`config.mk`:
```
export PLATFORM = sky130hd
export DESIGN_NAME = bundle_feeder
export DESIGN_NICKNAME = d
export VERILOG_FILES = /design/src/rtl/bundle_feeder.sv
export SDC_FILE = /design/constraint.sdc
export NUM_CORES = 1
export LEC_CHECK = 0
export BUFFER_PORTS_ARGS = -buffer_cell sky130_fd_sc_hd__buf_2
export CAP_MARGIN = 20
export CELL_PAD_IN_SITES_DETAIL_PLACEMENT = 0
export CELL_PAD_IN_SITES_GLOBAL_PLACEMENT = 1
export CORE_MARGIN = 3
export CORE_UTILIZATION = 39
export DETAILED_ROUTE_END_ITERATION = 16
export MAX_ROUTING_LAYER = met4
export PLACE_DENSITY = 0.84
export SETUP_SLACK_MARGIN = 0.15
export SYNTH_ARGS = -nofsm -noshare
export SYNTH_HDL_FRONTEND = slang
export SYNTH_SLANG_ARGS = --single-unit
```
`constraint.sdc`:
```
create_clock -name clk -period 2.5 [get_ports clk]
set_clock_uncertainty 0.05 [all_clocks]
set_input_delay 0.125 -clock clk [delete_from_list [all_inputs] [get_ports clk]]
set_output_delay 0.125 -clock clk [all_outputs]
set_load 0.01 [all_outputs]
```
`src/rtl/bundle_feeder.sv`:
```
// Transmit-side sequencer for the majority-bundling counter bank: clears the
// counters, feeds one word per update slot and pulses done when sign bits settle.
module bundle_feeder #(
  parameter int          W         = 32,
  parameter logic [15:0] LFSR_SEED = 16'hACE1
) (
  input  logic         clk,
  input  logic         rst,
  input  logic         start,
  input  logic [15:0]  n_items,
  input  logic [4:0]   cfg_remainder,
  input  logic [W-1:0] s_data,
  input  logic         s_valid,
  output logic         s_ready,
  output logic         cnt_clr,
  output logic         cnt_even,
  output logic         cnt_tie,
  output logic [W-1:0] cnt_result,
  output logic         cnt_update,
  output logic         cnt_last_update,
  output logic [4:0]   cnt_remainder,
  output logic         busy,
  output logic         done
);

  typedef enum logic [2:0] {
    S_IDLE, S_CLEAR, S_FETCH, S_ISSUE, S_GAP, S_DRAIN1, S_DRAIN2, S_DONE
  } state_t;

  state_t         r_state, w_next;
  logic [15:0]    r_n, r_cnt, r_lfsr;
  logic           r_tie, r_even;
  logic [4:0]     r_rem;
  logic [W-1:0]   r_result;
  logic           w_ready, w_hs, w_more, w_start_ok;

  // Fibonacci LFSR, taps 16,14,13,11, shifting towards bit 0.
  function automatic logic [15:0] lfsr_step(input logic [15:0] s);
    lfsr_step = {s[0] ^ s[2] ^ s[3] ^ s[5], s[15:1]};
  endfunction

  assign w_more     = (r_cnt != r_n);
  assign w_hs       = s_valid & w_ready;
  assign w_start_ok = (r_state == S_IDLE) & start;

  always_ff @(posedge clk) begin
    if (rst) r_state <= S_IDLE;
    else     r_state <= w_next;
  end

  always_comb begin
    w_next = r_state;
    unique case (r_state)
      S_IDLE:   if (start) w_next = S_CLEAR;
      S_CLEAR:  w_next = (r_n == 16'd0) ? S_DRAIN1 : S_FETCH;
      S_FETCH:  if (w_hs) w_next = S_ISSUE;
      S_ISSUE:  w_next = S_GAP;
      // The gap cycle keeps updates two cycles apart; it may already fetch.
      S_GAP:    w_next = !w_more ? S_DRAIN1 : (w_hs ? S_ISSUE : S_FETCH);
      S_DRAIN1: w_next = S_DRAIN2;
      S_DRAIN2: w_next = S_DONE;
      S_DONE:   w_next = S_IDLE;
      default:  w_next = S_IDLE;
    endcase
  end

  always_comb begin
    w_ready         = (r_state == S_FETCH) | ((r_state == S_GAP) & w_more);
    s_ready         = w_ready;
    cnt_clr         = (r_state == S_CLEAR);
    cnt_update      = (r_state == S_ISSUE);
    cnt_last_update = (r_state == S_ISSUE) & (r_cnt == r_n - 16'd1);
    busy            = (r_state != S_IDLE);
    done            = (r_state == S_DONE);
  end

  // Job parameters, item counter and captured word; all cleared by reset.
  always_ff @(posedge clk) begin
    if (rst) begin
      r_n      <= '0;
      r_cnt    <= '0;
      r_lfsr   <= LFSR_SEED;
      r_tie    <= 1'b0;
      r_even   <= 1'b0;
      r_rem    <= '0;
      r_result <= '0;
    end else begin
      if (w_start_ok) begin
        r_n    <= n_items;
        r_rem  <= cfg_remainder;
        r_even <= ~n_items[0];
        r_tie  <= r_lfsr[0];
        r_lfsr <= lfsr_step(r_lfsr);
        r_cnt  <= '0;
      end
      if (r_state == S_ISSUE) r_cnt <= r_cnt + 16'd1;
      if (w_hs)               r_result <= s_data;
    end
  end

  assign cnt_even      = r_even;
  assign cnt_tie       = r_tie;
  assign cnt_result    = r_result;
  assign cnt_remainder = r_rem;

endmodule

```
# Word level (Yosys, flattened, before mapping)
# Cells that the tools add are included.
# op_classes
add_sub_neg,2
eq_ne,11
mux,8
bitwise_logic,9
n_reduce_logical,5
# ops
op,count
$mux W16,2
$pmux W3 S8,1
$add A16 B1 Y16 const B,1
$eq A16 B16 Y1,1
$logic_not A16 Y1,1
$ne A16 B16 Y1,1
$sub A16 B1 Y16 const B,1
$eq A3 B3 Y1 const B,4
$mux W3,4
$eq A3 B2 Y1 const B,2
$and A1 B1 Y1,4
$ne A2 B2 Y1 const B,2
$eq A3 B1 Y1 const B,1
$logic_not A3 Y1,1
$reduce_bool A3 Y1,1
$xor A1 B1 Y1,3
$reduce_and A2 Y1,1
$reduce_bool A2 Y1,1
$mux W1,1
$not A1 Y1,1
$or A1 B1 Y1,1
# totals
register_bits,90
in_bits,57
out_inout_bits,45
wordCells,43

# Longest topological paths before layout
# depth
depth_word,7
ltp_mapped,8
mapped_depth_nobuf,8

# Worst setup path before layout
# No wires, ideal clock.
# synth_path
kind,reg2out
startpoint,register r_n[5]
endpoint,output port cnt_last_update
arrival_ns,2.178
required_ns,2.325
setup_slack_ns,0.147
path_stages_with_launch,8
cell_sequence,dfxtp_1 -> buf_6 -> or4_4 -> or3b_1 -> buf_6 -> o31ai_1 -> nand3_1 -> a2111oi_2
# synth_via
elab_chain_len,3
# synth_lines
element,line,source
from (decl),31,"logic [15:0] r_n, r_cnt, r_lfsr;"
from (signal assigned),89,r_n <= n_items;
$sub A16 B1 Y16,72,cnt_last_update = (r_state == S_ISSUE) & (r_cnt == r_n - 16'd1);
$eq A16 B16 Y1,72,
$and A1 B1 Y1,72,
to (decl),20,"output logic cnt_last_update,"
# Every way passes these cells.

# Worst setup path after layout
# Ends and elaborated chain as after synthesis.

==> impl_metrics.yaml <==
status:
  status: "finished, violations left"
  violations: "negative setup slack"
final_layout:
  area_growth_syn_to_layout_pct: 40.1
  nets: 683
  seqCellArea_um2: 1810
  design_area_um2: 5560
  multi_input_area_um2: 2100
  layout-drive-gt1-share_pct: 27.5
  fillers: 922
  antenna_cells: 0
cts:
  cts_sinks: 90
  path_clk_slew_ps: 90
  cts_tree: "done"
  h-tree-depth: 3
  cts_root_buffer: "clkbuf_8"
  clockBufferDepth: 2
  cts_buffers: 9
  clk_latency_ps: 350
die:
  coreArea_um2: 9820
  die_w_um: 107
  die_h_um: 107
  start_util_pct: 40.4
  num_rows: 36
  io-pin-count: 102
  fp.dieArea_um2: 11400
route:
  drc: 0
  via_per_inst: 5.17
  drt_iter0_drc: 157
  routed_wl_um: 10600
  dr.pass1.iters: 5
  vias: 3937
  postRouteAntennaNets: 0
  wl_per_cell_um: 14.0
timing:
  fin_crit_sh_pct: 105
  period_needed_ps: 2630
  drv_slew: 0
  setup-violations-final: 1
  fin_ws_ps: -132
  hold_slack_ps: 17.8
  finalHoldViolCount: 0
  rsz0062_at_grt: "yes"
  fmaxAchievable_mhz: 380
  slew_headroom_pct: 60.8
  worst_slew_pin_slew_ps: 588
pwr:
  switching_share_pct: 33.6
  total_power_uw: 4260
  ir_drop_v: 0.000361
  p_clk_share_pct: 26.0
  pwr-share-seq_pct: 40.5
  internal-power_uw: 2830
  p_leak_uw: 0.00236
  pwr-share-comb_pct: 33.5
  switching_power_uw: 1430
  power_density_nw_per_um2: 767
global_routing:
  antenna_found_initial: 0
  use_met2_pct: 30.6
  grt-ovfl-total: 0
  grt_max_degree: 58
  grt_use_met1_pct: 23.8
  use_met3_pct: 4.27
  grt_pass1_vias: 3720
  grt_use_total_pct: 19.0
  busiest_layer: "met2"
  grt_pass1_wl_um: 17300
setup_path:
  timing.rr.end: "cnt_result[9]"
  rr_worst_depth: 7
  max_stage_delay_ps: 540
  startpoint_type: "flip-flop"
  critical_path.max_fanout: 5
  reg2reg_from: "r_cnt[5]"
  end_kind: "primary output"
  path_cells: "or4_4 -> or3b_4 -> nor3_4 -> a21o_1 -> a21oi_2 -> a2111oi_4 -> buf_2"
  required_ps: 2330
  critPathSlowestCell: "or4_4"
  criticalPathCategory: "reg -> out"
  r2r_setup_slack_ps: 330
  worstPathArrival_ps: 2460
synth:
  yosysSeqAreaShare_pct: 45.4
  yosys_warnings: 0
  ys_types: 49
  syn_inst: 466
  avgSynthCellArea_um2: 8.51
  synth-main-ff-cell: "dfxtp_1"
  async_flop_share_pct: 0
  ys_ff_latch: 90
  netlist_area_um2: 3970
  synth_edf_count: 0
  syn-num-nets: 526
place:
  dpl_worst_slack_ps: 86.6
  placed_cell_area_um2: 4670
  dp_hpwl_um: 6800
  port_buffers: 101
  gp_congestion: 0.885
hold_path:
  hp-class: "in -> reg"
  hold_path_end: "r_n[3]"
  hold-path-cell-count: 3
  hp-start: "n_items[3]"
job:
  maxCapViolations: 0
-- worst max-delay path, delay by kind of cell, from the launching register on --
| kind | cells | cell delay [ps] |
|---|---|---|
| AO/OA/AOI/OAI | 3 | 460 |
| flip-flops | 1 | 330 |
| AND/OR/NAND/NOR | 3 | 1130 |
| buffers and inverters | 1 | 180 |
-- metrics by stage --
stage | TNS (ps) | std cells | utilization, %
after detailed placement | 0 | 687 | 47.5
after CTS | -141 | 761 | 56.4
after global routing | -213 | 761 | 56.6
after global placement | 0 | 687 | 47.5
final | -132 | 761 | 56.6
after floorplan | 0 | 466 | -
-- cell families (layout without fill, tap and decap cells) --
family | Yosys count | in the layout | share of synthesized area [%]
mux | 8 | 8 | 2.14
flops | 90 | 90 | 45.4
simple gates | 196 | 196 | 23.8
buf+inv | 39 | 201 | 4.16
compound gates | 104 | 104 | 17.8
fa+ha+maj | 3 | 3 | 0.946
xor+xnor | 26 | 26 | 5.74
-- metal layers --
| layer | up-vias | wire, um |
|---|---|---|
| li1 | 1942 | - |
| met1 | 1862 | 4760 |
| met2 | 114 | 5100 |
| met3 | 19 | 594 |
| met4 | 0 | 166 |
| met5 | - | 0 |
-- Yosys cell counts (all sizes together), types with 2 or more instances --
| library cell | instances | area [um2] |
|---|---|---|
| xor2 | 4 | 35.0 |
| a22o | 32 | 280 |
| nor3 | 9 | 45.0 |
| nor2 | 36 | 143 |
| nand3 | 11 | 55.1 |
| nand3b | 10 | 75.1 |
| mux2i | 4 | 40.0 |
| and2 | 2 | 12.5 |
| nand2 | 89 | 334 |
| xnor2 | 22 | 193 |
| ha | 3 | 37.5 |
| o21a | 2 | 15.0 |
| dfxtp | 90 | 1800 |
| buf | 5 | 37.5 |
| a21oi | 44 | 220 |
| nand4 | 8 | 50.1 |
| o22ai | 2 | 12.5 |
| clkbuf | 28 | 105 |
| or4 | 3 | 30.0 |
| nor4 | 4 | 25.0 |
| a211oi | 3 | 22.5 |
| mux2 | 4 | 45.0 |
| nand2b | 4 | 25.0 |
| a21o | 2 | 15.0 |
| and3 | 6 | 37.5 |
| a31oi | 2 | 12.5 |
| and4 | 4 | 35.0 |
| o21ai | 7 | 35.0 |
| inv | 5 | 18.8 |
| nor2b | 4 | 25.0 |
| o31ai | 2 | 15.0 |
| a2111oi | 3 | 32.5 |
-- how the worst max path moves through the flow --
| stage | start | endpoint | slack [ps] | depth (start not counted) |
|---|---|---|---|---|
| finish | r_n[5] | cnt_last_update | -130 | 7 |
| global route | r_n[5] | cnt_last_update | -210 | 7 |
| CTS | r_n[5] | cnt_last_update | -140 | 7 |
| detailed placement | r_n[6] | cnt_last_update | 90 | 6 |
| global placement | r_n[4] | cnt_last_update | 120 | 6 |
| floorplan | r_n[5] | cnt_last_update | 180 | 7 |
-- power groups by stage --
stage / clock network, uW / logic, uW / registers [uW]
after floorplan: 0 / 841 / 1770
after CTS: 1130 / 1420 / 1730
after global placement: 0 / 1220 / 1750
final: 1110 / 1430 / 1730
after detailed placement: 0 / 1240 / 1750
after global routing: 1180 / 1590 / 1750
-- cell usage in the layout, fill, tap and decap left out, types with 2 or more instances in the layout --
cell type	Yosys	routed
nand4_1	8	8
o21ai_0	7	7
and3_1	6	6
buf_4	0	23
a22o_1	32	32
nor4_1	4	3
a21oi_1	44	41
nand3b_1	10	10
a21oi_2	0	3
mux2_2	3	3
clkbuf_8	0	9
xor2_1	4	4
nand3_1	11	10
bufinv_16	0	2
nor3_4	0	2
a31oi_1	2	2
buf_2	3	101
ha_1	3	2
mux2i_1	4	4
inv_6	0	2
xnor2_1	22	22
buf_6	2	2
a21o_1	2	2
nor3_1	9	7
and4_1	4	4
dlygate4sd3_1	0	53
nand2_1	89	89
nor2_4	1	2
a211oi_1	3	3
nand2b_1	4	4
o21a_1	2	2
nor2_1	35	34
inv_1	5	4
dfxtp_2	0	6
nor2b_1	4	4
or4_4	2	2
and2_1	2	2
dfxtp_1	90	83
-- registers in the layout, summed over array words and instances, names as in the netlist --
name	flops
cnt_result	32
r_cnt	16
r_lfsr	16
r_n	16
cnt_remainder	5
r_state	3
cnt_even	1
cnt_tie	1
-- repair_timing --
| item | 4_1_cts | 5_1_grt |
|---|---|---|
| hold buffers | 53 | 0 |
| gates resized for setup | 24 | 6 |
| pin swaps | 11 | 4 |
| endpoints found under the hold margin | 53 | 0 |
| endpoints found under the setup margin | 1 | 3 |
| setup buffers | 5 | 0 |
-- area by class of cell --
class / count / area share, %
Inverter: 6 / 0.450
Tap cell: 133 / 2.99
Sequential cell: 90 / 32.6
Clock inverter: 7 / 1.78
Multi-Input combinational cell: 337 / 37.8
Clock buffer: 9 / 2.23
Timing Repair Buffer: 179 / 22.1
(Power assumes the default switching activity.)
